### src/rtl/adder_tree_pkg.sv
// rtl/adder_tree_pkg.sv - shared constants for the arbitrated 8-leaf adder tree
// Purpose: tree geometry, default operand width and requester-id width helper.
package adder_tree_pkg;

    localparam int NUM_LEAVES          = 8;
    localparam int TREE_LEVELS         = 3;
    localparam int DEFAULT_ADDER_WIDTH = 28;

    // Width of a requester index; a single requester still gets one bit.
    function automatic int id_width(input int num_req);
        return (num_req > 1) ? $clog2(num_req) : 1;
    endfunction

endpackage

### src/rtl/adder_tree_pipe.sv
// rtl/adder_tree_pipe.sv - two-stage 8-leaf unsigned adder tree with hold enable
// Purpose: S1 captures operands/id/valid, S2 captures the full-precision tree sum.
// Ports:
//   clk, rst            clock, synchronous active-high reset
//   en                  advance both stages (low = hold everything)
//   in_valid/in_data/in_id   operand set entering S1
//   s1_valid            S1 occupancy (for busy)
//   out_valid/out_sum/out_id S2 contents, driven straight to the result port
module adder_tree_pipe
    import adder_tree_pkg::*;
#(
    parameter int ADDER_WIDTH = DEFAULT_ADDER_WIDTH,
    parameter int ID_W        = 2
) (
    input  logic                              clk,
    input  logic                              rst,
    input  logic                              en,
    input  logic                              in_valid,
    input  logic [NUM_LEAVES*ADDER_WIDTH-1:0] in_data,
    input  logic [ID_W-1:0]                   in_id,
    output logic                              s1_valid,
    output logic                              out_valid,
    output logic [ADDER_WIDTH+TREE_LEVELS-1:0] out_sum,
    output logic [ID_W-1:0]                   out_id
);

    logic [NUM_LEAVES*ADDER_WIDTH-1:0] s1_data;
    logic [ID_W-1:0]                   s1_id;

    // Each level widens by one bit so no carry is ever dropped.
    logic [ADDER_WIDTH:0]   lvl1 [4];
    logic [ADDER_WIDTH+1:0] lvl2 [2];
    logic [ADDER_WIDTH+2:0] lvl3;

    always_comb begin
        for (int i = 0; i < 4; i++) begin
            lvl1[i] = {1'b0, s1_data[(2*i)*ADDER_WIDTH +: ADDER_WIDTH]}
                    + {1'b0, s1_data[(2*i+1)*ADDER_WIDTH +: ADDER_WIDTH]};
        end
        for (int i = 0; i < 2; i++) begin
            lvl2[i] = {1'b0, lvl1[2*i]} + {1'b0, lvl1[2*i+1]};
        end
        lvl3 = {1'b0, lvl2[0]} + {1'b0, lvl2[1]};
    end

    always_ff @(posedge clk) begin
        if (rst) begin
            s1_valid  <= 1'b0;
            s1_data   <= '0;
            s1_id     <= '0;
            out_valid <= 1'b0;
            out_sum   <= '0;
            out_id    <= '0;
        end else if (en) begin
            s1_valid  <= in_valid;
            s1_data   <= in_data;
            s1_id     <= in_id;
            out_valid <= s1_valid;
            out_sum   <= lvl3;
            out_id    <= s1_id;
        end
    end

endmodule

### src/rtl/adder_tree_arbiter.sv
// rtl/adder_tree_arbiter.sv - round-robin arbiter feeding a shared pipelined adder tree
// Purpose: picks one requester per cycle, hands its 8 operands to the tree pipe,
//          and returns the sum tagged with the requester index.
// Ports:
//   clk, rst                      clock, synchronous active-high reset
//   req_valid/req_ready/req_data  per-requester operand sets (NUM_REQ x 8 x ADDER_WIDTH)
//   res_valid/res_ready           result handshake
//   res_sum/res_id                full-precision sum and owning requester
//   busy                          any pipeline stage occupied
module adder_tree_arbiter
    import adder_tree_pkg::*;
#(
    parameter  int ADDER_WIDTH = DEFAULT_ADDER_WIDTH,
    parameter  int NUM_REQ     = 4,
    localparam int ID_W        = id_width(NUM_REQ)
) (
    input  logic                                      clk,
    input  logic                                      rst,
    input  logic [NUM_REQ-1:0]                        req_valid,
    output logic [NUM_REQ-1:0]                        req_ready,
    input  logic [NUM_REQ*NUM_LEAVES*ADDER_WIDTH-1:0] req_data,
    output logic                                      res_valid,
    input  logic                                      res_ready,
    output logic [ADDER_WIDTH+TREE_LEVELS-1:0]        res_sum,
    output logic [ID_W-1:0]                           res_id,
    output logic                                      busy
);

    localparam int SET_W = NUM_LEAVES * ADDER_WIDTH;

    logic [ID_W-1:0]      ptr;
    logic [ID_W-1:0]      grant_id;
    logic                 grant_any;
    int                   grant_off;
    logic [2*NUM_REQ-1:0] dbl;
    logic [NUM_REQ-1:0]   rot;
    logic                 stall;
    logic                 take;
    logic                 s1_valid;

    assign stall = res_valid & ~res_ready;

    // Rotate the request vector so bit 0 is the requester at ptr; the first
    // set bit is then the distance from ptr to the winner.
    assign dbl = {req_valid, req_valid} >> ptr;
    assign rot = dbl[NUM_REQ-1:0];

    always_comb begin
        grant_any = 1'b0;
        grant_off = 0;
        for (int k = 0; k < NUM_REQ; k++) begin
            if (!grant_any && rot[k]) begin
                grant_any = 1'b1;
                grant_off = k;
            end
        end
        grant_id = ID_W'((int'(ptr) + grant_off) % NUM_REQ);
    end

    // A grant only becomes a transfer when the pipe can move and we are not in reset.
    assign take      = grant_any & ~stall & ~rst;
    assign req_ready = take ? (NUM_REQ'(1) << grant_id) : '0;

    always_ff @(posedge clk) begin
        if (rst) begin
            ptr <= '0;
        end else if (take) begin
            ptr <= ID_W'((int'(grant_id) + 1) % NUM_REQ);
        end
    end

    adder_tree_pipe #(
        .ADDER_WIDTH (ADDER_WIDTH),
        .ID_W        (ID_W)
    ) u_pipe (
        .clk       (clk),
        .rst       (rst),
        .en        (~stall),
        .in_valid  (take),
        .in_data   (req_data[int'(grant_id)*SET_W +: SET_W]),
        .in_id     (grant_id),
        .s1_valid  (s1_valid),
        .out_valid (res_valid),
        .out_sum   (res_sum),
        .out_id    (res_id)
    );

    assign busy = s1_valid | res_valid;

endmodule

### config.mk
export PLATFORM = sky130hd
export DESIGN_NAME = adder_tree_arbiter
export DESIGN_NICKNAME = d
export VERILOG_FILES = /design/src/rtl/adder_tree_pkg.sv /design/src/rtl/adder_tree_pipe.sv /design/src/rtl/adder_tree_arbiter.sv
export SDC_FILE = /design/constraint.sdc
export NUM_CORES = 1
export LEC_CHECK = 0
export BUFFER_PORTS_ARGS = -buffer_cell sky130_fd_sc_hd__buf_2
export CAP_MARGIN = 20
export CORE_AREA = 2 2 362 364
export DETAILED_ROUTE_END_ITERATION = 8
export DIE_AREA = 0 0 364 366
export GPL_TIMING_DRIVEN = 0
export PLACE_DENSITY_LB_ADDON = 0.12
export SYNTH_ARGS = -nofsm -noshare
export SYNTH_HDL_FRONTEND = slang
export SYNTH_HIERARCHICAL = 1
export SYNTH_SLANG_ARGS = --single-unit
### constraint.sdc
create_clock -name clk -period 8 [get_ports clk]
set_input_delay 1.6 -clock clk [delete_from_list [all_inputs] [get_ports clk]]
set_output_delay 1.6 -clock clk [all_outputs]
set_load 0.005 [all_outputs]
# ---- Word level (Yosys, flattened, before mapping)
# Index checks and enable logic that the tools add are counted.
dict set report totals {
  register_bits 263
  inputBits 903
  elab_cells 41
}
dict set report classes {
  n_addsub 9
  multipliers 1
  shifts 3
  mux 8
  n_bitwise 7
  n_reduce_logical 6
}
# op n
set op_table {}
lappend op_table {{indexed part select 896 x 11 -> 224 bit} 1}
lappend op_table {{adder 28 x 28 -> 29 bit} 4}
lappend op_table {{adder 29 x 29 -> 30 bit} 2}
lappend op_table {{adder 30 x 30 -> 31 bit} 1}
lappend op_table {{>> shifter 8 x 2 -> 4 bit} 1}
lappend op_table {{multiplier 2 x 3 -> 5 bit (second input constant)} 1}
lappend op_table {{2-to-1 mux 1 bit} 5}
lappend op_table {{2-to-1 mux 2 bit} 2}
lappend op_table {{2-to-1 mux 4 bit} 1}
lappend op_table {{<< shifter 1 x 2 -> 4 bit (first input constant)} 1}
lappend op_table {{AND 1 bit} 3}
lappend op_table {{logical AND 1 bit} 3}
lappend op_table {{logical NOT 1 bit} 3}
lappend op_table {{NOT 1 bit} 3}
lappend op_table {{adder 2 x 1 -> 2 bit (second input constant)} 1}
lappend op_table {{adder 2 bit} 1}
lappend op_table {{bitwise OR 1 bit} 1}

# ---- Longest topological paths before layout
# Gate-level depths: netlist of the first run.
dict set report logic_depth {
  depth_word 14
  mapped_depth 18
}

# ---- Cells and area by module
# Netlist of the first run, hierarchy kept.
# mod n_inst cells_per_inst area_each_um2
set modules_own_cells {}
lappend modules_own_cells {adder_tree_pipe 1 1558 15224.6}
lappend modules_own_cells {adder_tree_arbiter 1 324 5672.9}

# ---- Worst setup path before layout of the first run
# Ideal clock, no wire load.
dict set report synth_path {
  path_kind {input to output}
  startpoint {input req_valid[0]}
  endpoint {output req_ready[1]}
  arrival_time_ns 3.568
  required_ns 6.400
  path_slack_ns 2.832
  cell_stages 11
  n_path_buf 4
  cell_sequence {clkbuf_1 -> nor2_1 -> nor3_1 -> a21oi_1 -> o211ai_1 -> ha_1 -> clkbuf_1 -> buf_2 -> buf_1 -> nand2_1 -> nor2_1}
}
dict set report synth_between {
  elab_chain_cells 14
  word_cells_on_any_way 19
}
# item line
set synth_lines {}
lappend synth_lines {{start, declared} adder_tree_arbiter.sv:19} ;# input logic [NUM_REQ-1:0] req_valid,
lappend synth_lines {{>> shifter 8 x 2 -> 4 bit (*)} adder_tree_arbiter.sv:45} ;# assign dbl = {req_valid, req_valid} >> ptr;
lappend synth_lines {{2-to-1 mux 1 bit} adder_tree_arbiter.sv:52} ;# if (!grant_any && rot[k]) begin
lappend synth_lines {{logical NOT 1 bit} adder_tree_arbiter.sv:52}
lappend synth_lines {{logical AND 1 bit} adder_tree_arbiter.sv:52}
lappend synth_lines {{2-to-1 mux 1 bit} adder_tree_arbiter.sv:52}
lappend synth_lines {{logical NOT 1 bit} adder_tree_arbiter.sv:52}
lappend synth_lines {{logical AND 1 bit} adder_tree_arbiter.sv:52}
lappend synth_lines {{2-to-1 mux 1 bit} adder_tree_arbiter.sv:52}
lappend synth_lines {{logical NOT 1 bit} adder_tree_arbiter.sv:52}
lappend synth_lines {{logical AND 1 bit} adder_tree_arbiter.sv:52}
lappend synth_lines {{2-to-1 mux 2 bit (*)} adder_tree_arbiter.sv:52}
lappend synth_lines {{adder 2 bit (*)} adder_tree_arbiter.sv:57} ;# grant_id = ID_W'((int'(ptr) + grant_off) % NUM_REQ);
lappend synth_lines {{named net grant_id[0]} adder_tree_arbiter.sv:32} ;# logic [ID_W-1:0] grant_id;
lappend synth_lines {{<< shifter 1 x 2 -> 4 bit (*)} adder_tree_arbiter.sv:62} ;# assign req_ready = take ? (NUM_REQ'(1) << grant_id) : '0;
lappend synth_lines {{2-to-1 mux 4 bit (*)} adder_tree_arbiter.sv:62}
lappend synth_lines {{end, declared} adder_tree_arbiter.sv:20} ;# output logic [NUM_REQ-1:0] req_ready,
# Mark *: on every way through the listed nets, which the timed path passes. The rest lies on a longest branch.

# ---- Final worst setup path of the first run
# Same ends and word-level chain as after synthesis.

==> results.md, run 1 <==
- DIE AREA: 133000 µm²
- Final wirelength: 122 mm
- Antenna-violating nets left: 0
- Tcrit/Tclk final: ~70%
- Via Count: between 15000 and 20000
- Vias per Instance: ~4.0
- Synth top area cells: dfxtp_1, mux4_2, fa_1
- Synth Instances: between 1500 and 2000
- Row cnt: 132
- #FFs+latches synth: approximately 260
- RD Place Congestion: roughly 0.9
- CP arrival: between 3000 and 4000 ps
- Top-area cell type share of the netlist area: 25.2%
- Die Ht: between 300 and 400 µm
- DRC violation count after routing: 0
- Mean Syn Cell Area: about 11 µm²
- Startpoint type of the worst setup path: input port
- Nets: roughly 4000
- Tot GR Track Use: 18.0%
- Setup Fix Bufs, Post-CTS: 0
- I/O Buffers: 940
- CTS tree: done
- RSZ-0062 raised after global routing: false
- HP Class: reg2reg
- Flop2flop setup slack: around 2600 ps
- F_max: between 150 and 200 MHz
- Reg2reg end: u_pipe/out_sum[18]
- Status: finished, final reports clean
- Vias in the first global route: around 20000
- Class of the most critical setup path: in2out
- Hold Startpoint: u_pipe/out_sum[22]
- Max cap viols: 0
- Hold Path Sink: u_pipe/out_sum[22]
- Hold Path Cell Cnt: 2
- Worst-Skew Late Latency: ~560 ps
- Wire length per cell: 26.2 µm
- DP Area: 28100 µm²
- Layout cells sized above 1: 44.9%
- Largest net degree at the start of global routing: 12
- Final Hold Viols: 0
- Clock sink total: approximately 260
- Final setup fails: 0
- Drt pass-1 iters: 5
- Synth unique cells: 75
- Commonest cells after routing, fill and taps aside: buf_2, inv_1, nor2_1, dfxtp_1, mux2i_1
- Die width: 364 µm
- First-pass GRT wire length: approximately 160 mm
- Reg-to-reg startpoint: u_pipe/s1_data[86]
- Initial Util: around 16%
- Worst Tran Pin Value: 1140 ps
- Cts hold-fix bufs: 0
- Max-slew headroom: between 20% and 30%
- DR iter-0 viols: ~770
- Clk buf depth: 3
- Crit path capture type: output port
- # resized after CTS: 0
- Post-synth EDFFs: 0
- Final Cell Area: about 30000 µm²
- Area grow syn2layout: 40.5%
- Setup Skew: between 15 and 20 ps
- Min Tclk post-route: between 5000 and 6000 ps
- Global route overflow: 0
- Setup tns final: 0 ps
- Clock-pin slew on the worst setup and hold paths: about 60 ps
- Sequential area share after synthesis: 25.2%
- Yosys warning total: 6
- H-tree levels: 2
- I/O pin count: ~940
- Netlist Area Pre-Place: 20900 µm²
- Post-route setup slack: about 2400 ps
- Commonest non-fill, non-tap cell in the layout: buf_2
- Main synth FF type: dfxtp_1
- Core box area: approximately 130000 µm²
- FFs w/ async S/R, synth: 0%
- R2R cell count: 18
- Place WS: roughly 1700 ps
- Crit Path Max Fanout: 10
- Critical Path RT: 6400 ps
- Total CTS buffers: 37
- Max Slew Vio Count: 0
- CTS root buffer: clkbuf_16
- Hpwl dp: 109 mm
- Synthesized Nets: 2984
- Initial antenna violation count: between 50 and 60
- WHS: ~450 ps
- Largest area contributor in the netlist: dfxtp_1
-- cells in the mapped netlist, types with 4 or more instances --
library cell	count
dfxtp_1	263
nand2b_1	7
buf_2	19
mux2i_1	244
nor3_1	9
nand2_1	26
a21oi_1	29
a21o_1	13
mux4_2	224
o211ai_1	5
fa_1	167
o21ai_1	5
xor2_1	6
o21ai_0	17
xnor2_1	14
nor2b_1	4
nand3_1	8
a211oi_1	5
inv_1	348
buf_6	15
o2111ai_1	5
buf_1	24
o21bai_1	4
nor3b_1	4
nor2_1	265
ha_1	32
clkbuf_1	52
a31oi_1	4
-- per-stage QoR --
step	util [%]	cells
after floorplan	-	1882
after global placement	21.5	4564
after detailed placement	21.7	4578
after CTS	22.7	4642
after global routing	22.8	4648
final	22.8	4655
-- sequential cells by signal, summed over array words and instances, names as in the netlist --
signal / cells
u_pipe/s1_data: 224
u_pipe/s1_id: 2
u_pipe/out_id: 2
u_pipe/s1_valid: 1
u_pipe/out_valid: 1
ptr: 2
u_pipe/out_sum: 31
-- per-layer routing --
layer	global-route usage [%]	share of wire [%]	vias to the layer above	wire length, µm
li1	-	-	8442	-
met1	23.4	44	9178	53600
met4	2.49	1.5	0	1860
met3	2.64	4.9	124	5960
met2	31.9	50	661	60800
met5	0	0	-	0
-- area by class of cell --
class | count | area, µm²
Multi-Input combinational cell | 1155 | 13700
Sequential cell | 263 | 5270
Inverter | 349 | 1310
Clock inverter | 9 | 135
Timing Repair Buffer | 957 | 5010
Fill cell | 14200 | 99600
Antenna cell | 10 | 25.0
Clock buffer | 55 | 1110
Buffer | 115 | 606
Tap cell | 1742 | 2180
-- critical path, stage by stage --
cell and delay, ps:
clkbuf_1 170, nor2_1 170, nor3_1 60, a21oi_1 160
o211ai_1 110, ha_1 340, clkbuf_1 160, buf_2 490
buf_1 330, nand2_1 140, nor2_1 120, buf_2 130
-- cell families after synthesis --
kind of cell | after synthesis | synth area share [%]
AO/OA/AOI/OAI | 115 | 3.78
flip-flops | 263 | 25.2
AND/OR/NAND/NOR | 352 | 7.22
multiplexers | 468 | 35.8
XOR/XNOR | 21 | 0.916
buffers and inverters | 464 | 9.14
adder cells (fa/ha/maj) | 199 | 17.9
-- worst max path at each step --
stage	from	endpoint	slack (ps)	cells after the start
CTS	req_valid[0]	req_ready[3]	1670	12
finish	req_valid[0]	req_ready[1]	2420	12
global placement	req_valid[0]	u_pipe/s1_data[184]	1060	12
floorplan	req_valid[0]	req_ready[1]	2830	11
global route	req_valid[0]	req_ready[3]	2100	12
detailed placement	req_valid[0]	req_ready[3]	1650	12
Power of run 1 is left out: the tool's default activity adds up to more than one toggle a clock period on the data nets, which glitch-free logic cannot reach.
==> run 2, diff against run 1 <==
- ABC_AREA: not set -> 1
- CORE_AREA: 2 2 362 364 -> 2 2 363 365
- DIE_AREA: 0 0 364 366 -> 0 0 365 367
- clock period: 8 -> 5.3 ns (I/O delays scaled with it)
==> run 2 against run 1 <==
- wire length is 22% higher
- critical path type unchanged
- non-clock buffer count is 80 higher
- die area is 0.55% higher
- highest routed layer is now met5
- utilization is 0.57 points higher
- final area is 3.7% higher
- global-route usage is 3.5 points higher
- clock skew is 5.3 ps lower
- worst hold slack better by 28 ps
==> results.md, run 2 <==
- Sequential area share after synthesis: 23.6% (was 25.2%)
- Initial Util: 17.1% (was 16.2%)
- Core box area: 130000 µm² (was 129000 µm²)
- Max reg flops: 224 (unchanged)
- RSZ-0062 raised after global routing: false (unchanged)
- Netlist Area Pre-Place: 22300 µm² (was 20900 µm²)
- H-tree levels: 2 (unchanged)
- Commonest cells after routing, fill and taps aside: nand2_1, buf_2, inv_1, nand3_1, dfxtp_1 (was buf_2, inv_1, nor2_1, dfxtp_1, mux2i_1)
- RD Place Congestion: 0.952 (was 0.898)
- Status: finished, final reports clean (unchanged)
- Top-area cell type share of the netlist area: 26.4% (was 25.2%)
- Hpwl dp: 131 mm (was 109 mm)
- HP Class: reg2reg (unchanged)
- Synthesized Nets: 4778 (was 2984)
- Global routing usage on met2: 36.4% (was 31.9%)
- Top-count cell post-synth: nand2_1 (was inv_1)
- CP arrival: 3970 ps (was 3980 ps)
- I/O pin count: 942 (unchanged)
- DRC violation count after routing: 0 (unchanged)
- CP peak stage delay: 680 ps (was 490 ps)
- Tcrit/Tclk final: a little over nine tenths
- Clock sink total: 263 (unchanged)
- Global route overflow: 0 (unchanged)
- I/O Buffers: 941 (was 940)
- Max Slew Vio Count: 0 (unchanged)
- Wire length per cell: 23.1 µm (was 26.2 µm)
- FFs w/ async S/R, synth: 0% (unchanged)
- First-pass GRT wire length: 200 mm (was 164 mm)
- Final setup fails: 0 (unchanged)
- Max cap viols: 0 (unchanged)
- Vias per Instance: 4.12 (was 3.95)
- Antenna-violating nets left: 0 (unchanged)
- Layout cells sized above 1: 23.7% (was 44.9%)
- Row cnt: 133 (was 132)
- F_max: approximately 200 MHz
- CTS tree: done (unchanged)
- Crit path capture type: output port (unchanged)
- Synth cell count leaders: nand2_1, inv_1, nand3_1 (was inv_1, nor2_1, dfxtp_1)
- CTS root buffer: clkbuf_16 (unchanged)
- Area grow syn2layout: 36.4% (was 40.5%)
- Class of the most critical setup path: in2out (unchanged)
- Die Ht: 367 µm (was 366 µm)
- Startpoint type of the worst setup path: input port (unchanged)
- Critical Path RT: 4240 ps (was 6400 ps)
- Max-slew headroom: 23.3% (was 24.1%)
- Synth top area cells: nand2_1, dfxtp_1, fa_1 (was dfxtp_1, mux4_2, fa_1)
- Min Tclk post-route: between 5000 and 6000 ps
- Synth Instances: 3676 (was 1882)
- Post-synth EDFFs: 0 (unchanged)
- CP Cell Sequence: buf_2 -> nand2_1 -> nand3_1 -> nand2_1 -> nand3_1 -> a21boi_0 -> ha_1 -> clkdlybuf4s15_1 -> buf_2 -> nor3_1 -> nand2_1 -> inv_1 -> buf_2 (was clkbuf_1 -> nor2_1 -> nor3_1 -> a21oi_1 -> o211ai_1 -> ha_1 -> clkbuf_1 -> buf_2 -> buf_1 -> nand2_1 -> nor2_1 -> buf_2)
- Via Count: 26600 (was 18400)
- Most flops, register: u_pipe/s1_data (unchanged)
- Setup tns final: 0 ps (unchanged)
- Final Hold Viols: 0 (unchanged)
- Die width: 365 µm (was 364 µm)
- Setup Skew: 12.5 ps (was 17.8 ps)
- Largest net degree at the start of global routing: 12 (unchanged)
- Total CTS buffers: 35 (was 37)
- Nets: 5759 (was 3980)
- Largest area contributor in the netlist: nand2_1 (was dfxtp_1)
- Commonest non-fill, non-tap cell in the layout: nand2_1 (was buf_2)
- #FFs+latches synth: 263 (unchanged)
- Gr busiest metal: met2 (unchanged)
- Synth unique cells: 34 (was 75)
- Main synth FF type: dfxtp_1 (unchanged)
- Yosys warning total: 6 (unchanged)
- Top Registers: u_pipe/s1_data: 224 flops, u_pipe/out_sum: 31 flops (unchanged)
- Mean Syn Cell Area: 6.07 µm² (was 11.1 µm²)
- Crit Path Max Fanout: 10 (unchanged)
- Clock-pin slew on the worst setup and hold paths: 50 ps (was 60 ps)
- Slowest CP cell: clkdlybuf4s15_1 (was buf_2)
- DIE AREA: 134000 µm² (was 133000 µm²)
- Drt pass-1 iters: 5 (unchanged)
- Tot GR Track Use: 21.5% (was 18.0%)
- Routing usage on met1: 28.2% (was 23.4%)
- Worst Tran Pin Value: 1150 ps (was 1140 ps)
- Initial antenna violation count: 28 (was 55)
- DR iter-0 viols: 1603 (was 767)
- Clk buf depth: 3 (unchanged)
- Routing usage on met3: 4.06% (was 2.64%)
- Vias in the first global route: 26800 (was 19900)
- Final wirelength: 149 mm (was 122 mm)
- Worst-Skew Late Latency: 550 ps (was 560 ps)
==> run 2: what timing repair did <==
item | in CTS | in global routing
setup endpoints to repair | 0 | 1
buffers inserted | 0 | 0
hold buffers | 0 | 0
gates resized for setup | 0 | 5
==> run 2: final timing paths <==
check / from / end / slack, ps / cells past startpoint
worst max-delay path: req_valid[2] / req_ready[2] / 270 / 13
worst max register to register: ptr[0] / u_pipe/s1_data[193] / 430 / 15
worst min-delay path: u_pipe/s1_data[149] / u_pipe/s1_data[149] / 480 / 2
worst min register to register: u_pipe/s1_data[149] / u_pipe/s1_data[149] / 480 / 2
==> run 2: per-layer routing <==
metal	up-vias	wire length, µm
met5	-	190
met4	10	2320
met3	102	8520
met2	768	70700
met1	12500	66900
li1	13200	-
==> run 2: cell families after synthesis <==
logic type	synth area share, %
flip-flops	23.6
XOR/XNOR	0.431
buffers and inverters	12.1
adder cells (fa/ha/maj)	16.8
AO/OA/AOI/OAI	10.1
AND/OR/NAND/NOR	37.0
==> run 2: worst max-delay path: cells and delay by family <==
kind,cells,cell delay (ps)
simple gates,6,780
compound gates,1,180
buf+inv,5,1560
fa+ha+maj,1,360
==> run 2: final cells by class <==
cell class / count / area, µm²
Fill cell: 15600 / 100000
Multi-Input combinational cell: 2733 / 14400
Sequential cell: 263 / 5270
Timing Repair Buffer: 944 / 4750
Tap cell: 1755 / 2200
Inverter: 472 / 1770
Clock buffer: 52 / 1020
Buffer: 208 / 931
Clock inverter: 8 / 98.8
Antenna cell: 14 / 35.0
==> run 2: through the flow <==
stage	worst slack [ps]	cell area (µm²)	std cells	util (%)	hold slack [ps]
final	275	30400	6449	23.3	477
after global routing	29.6	30400	6445	23.3	492
after CTS	13.8	30400	6435	23.3	481
after detailed placement	-561	29300	6375	22.4	472
after global placement	-1070	29200	6372	22.4	467
after floorplan	1380	22300	3676	-	449
Power of run 2 is left out for the same reason.
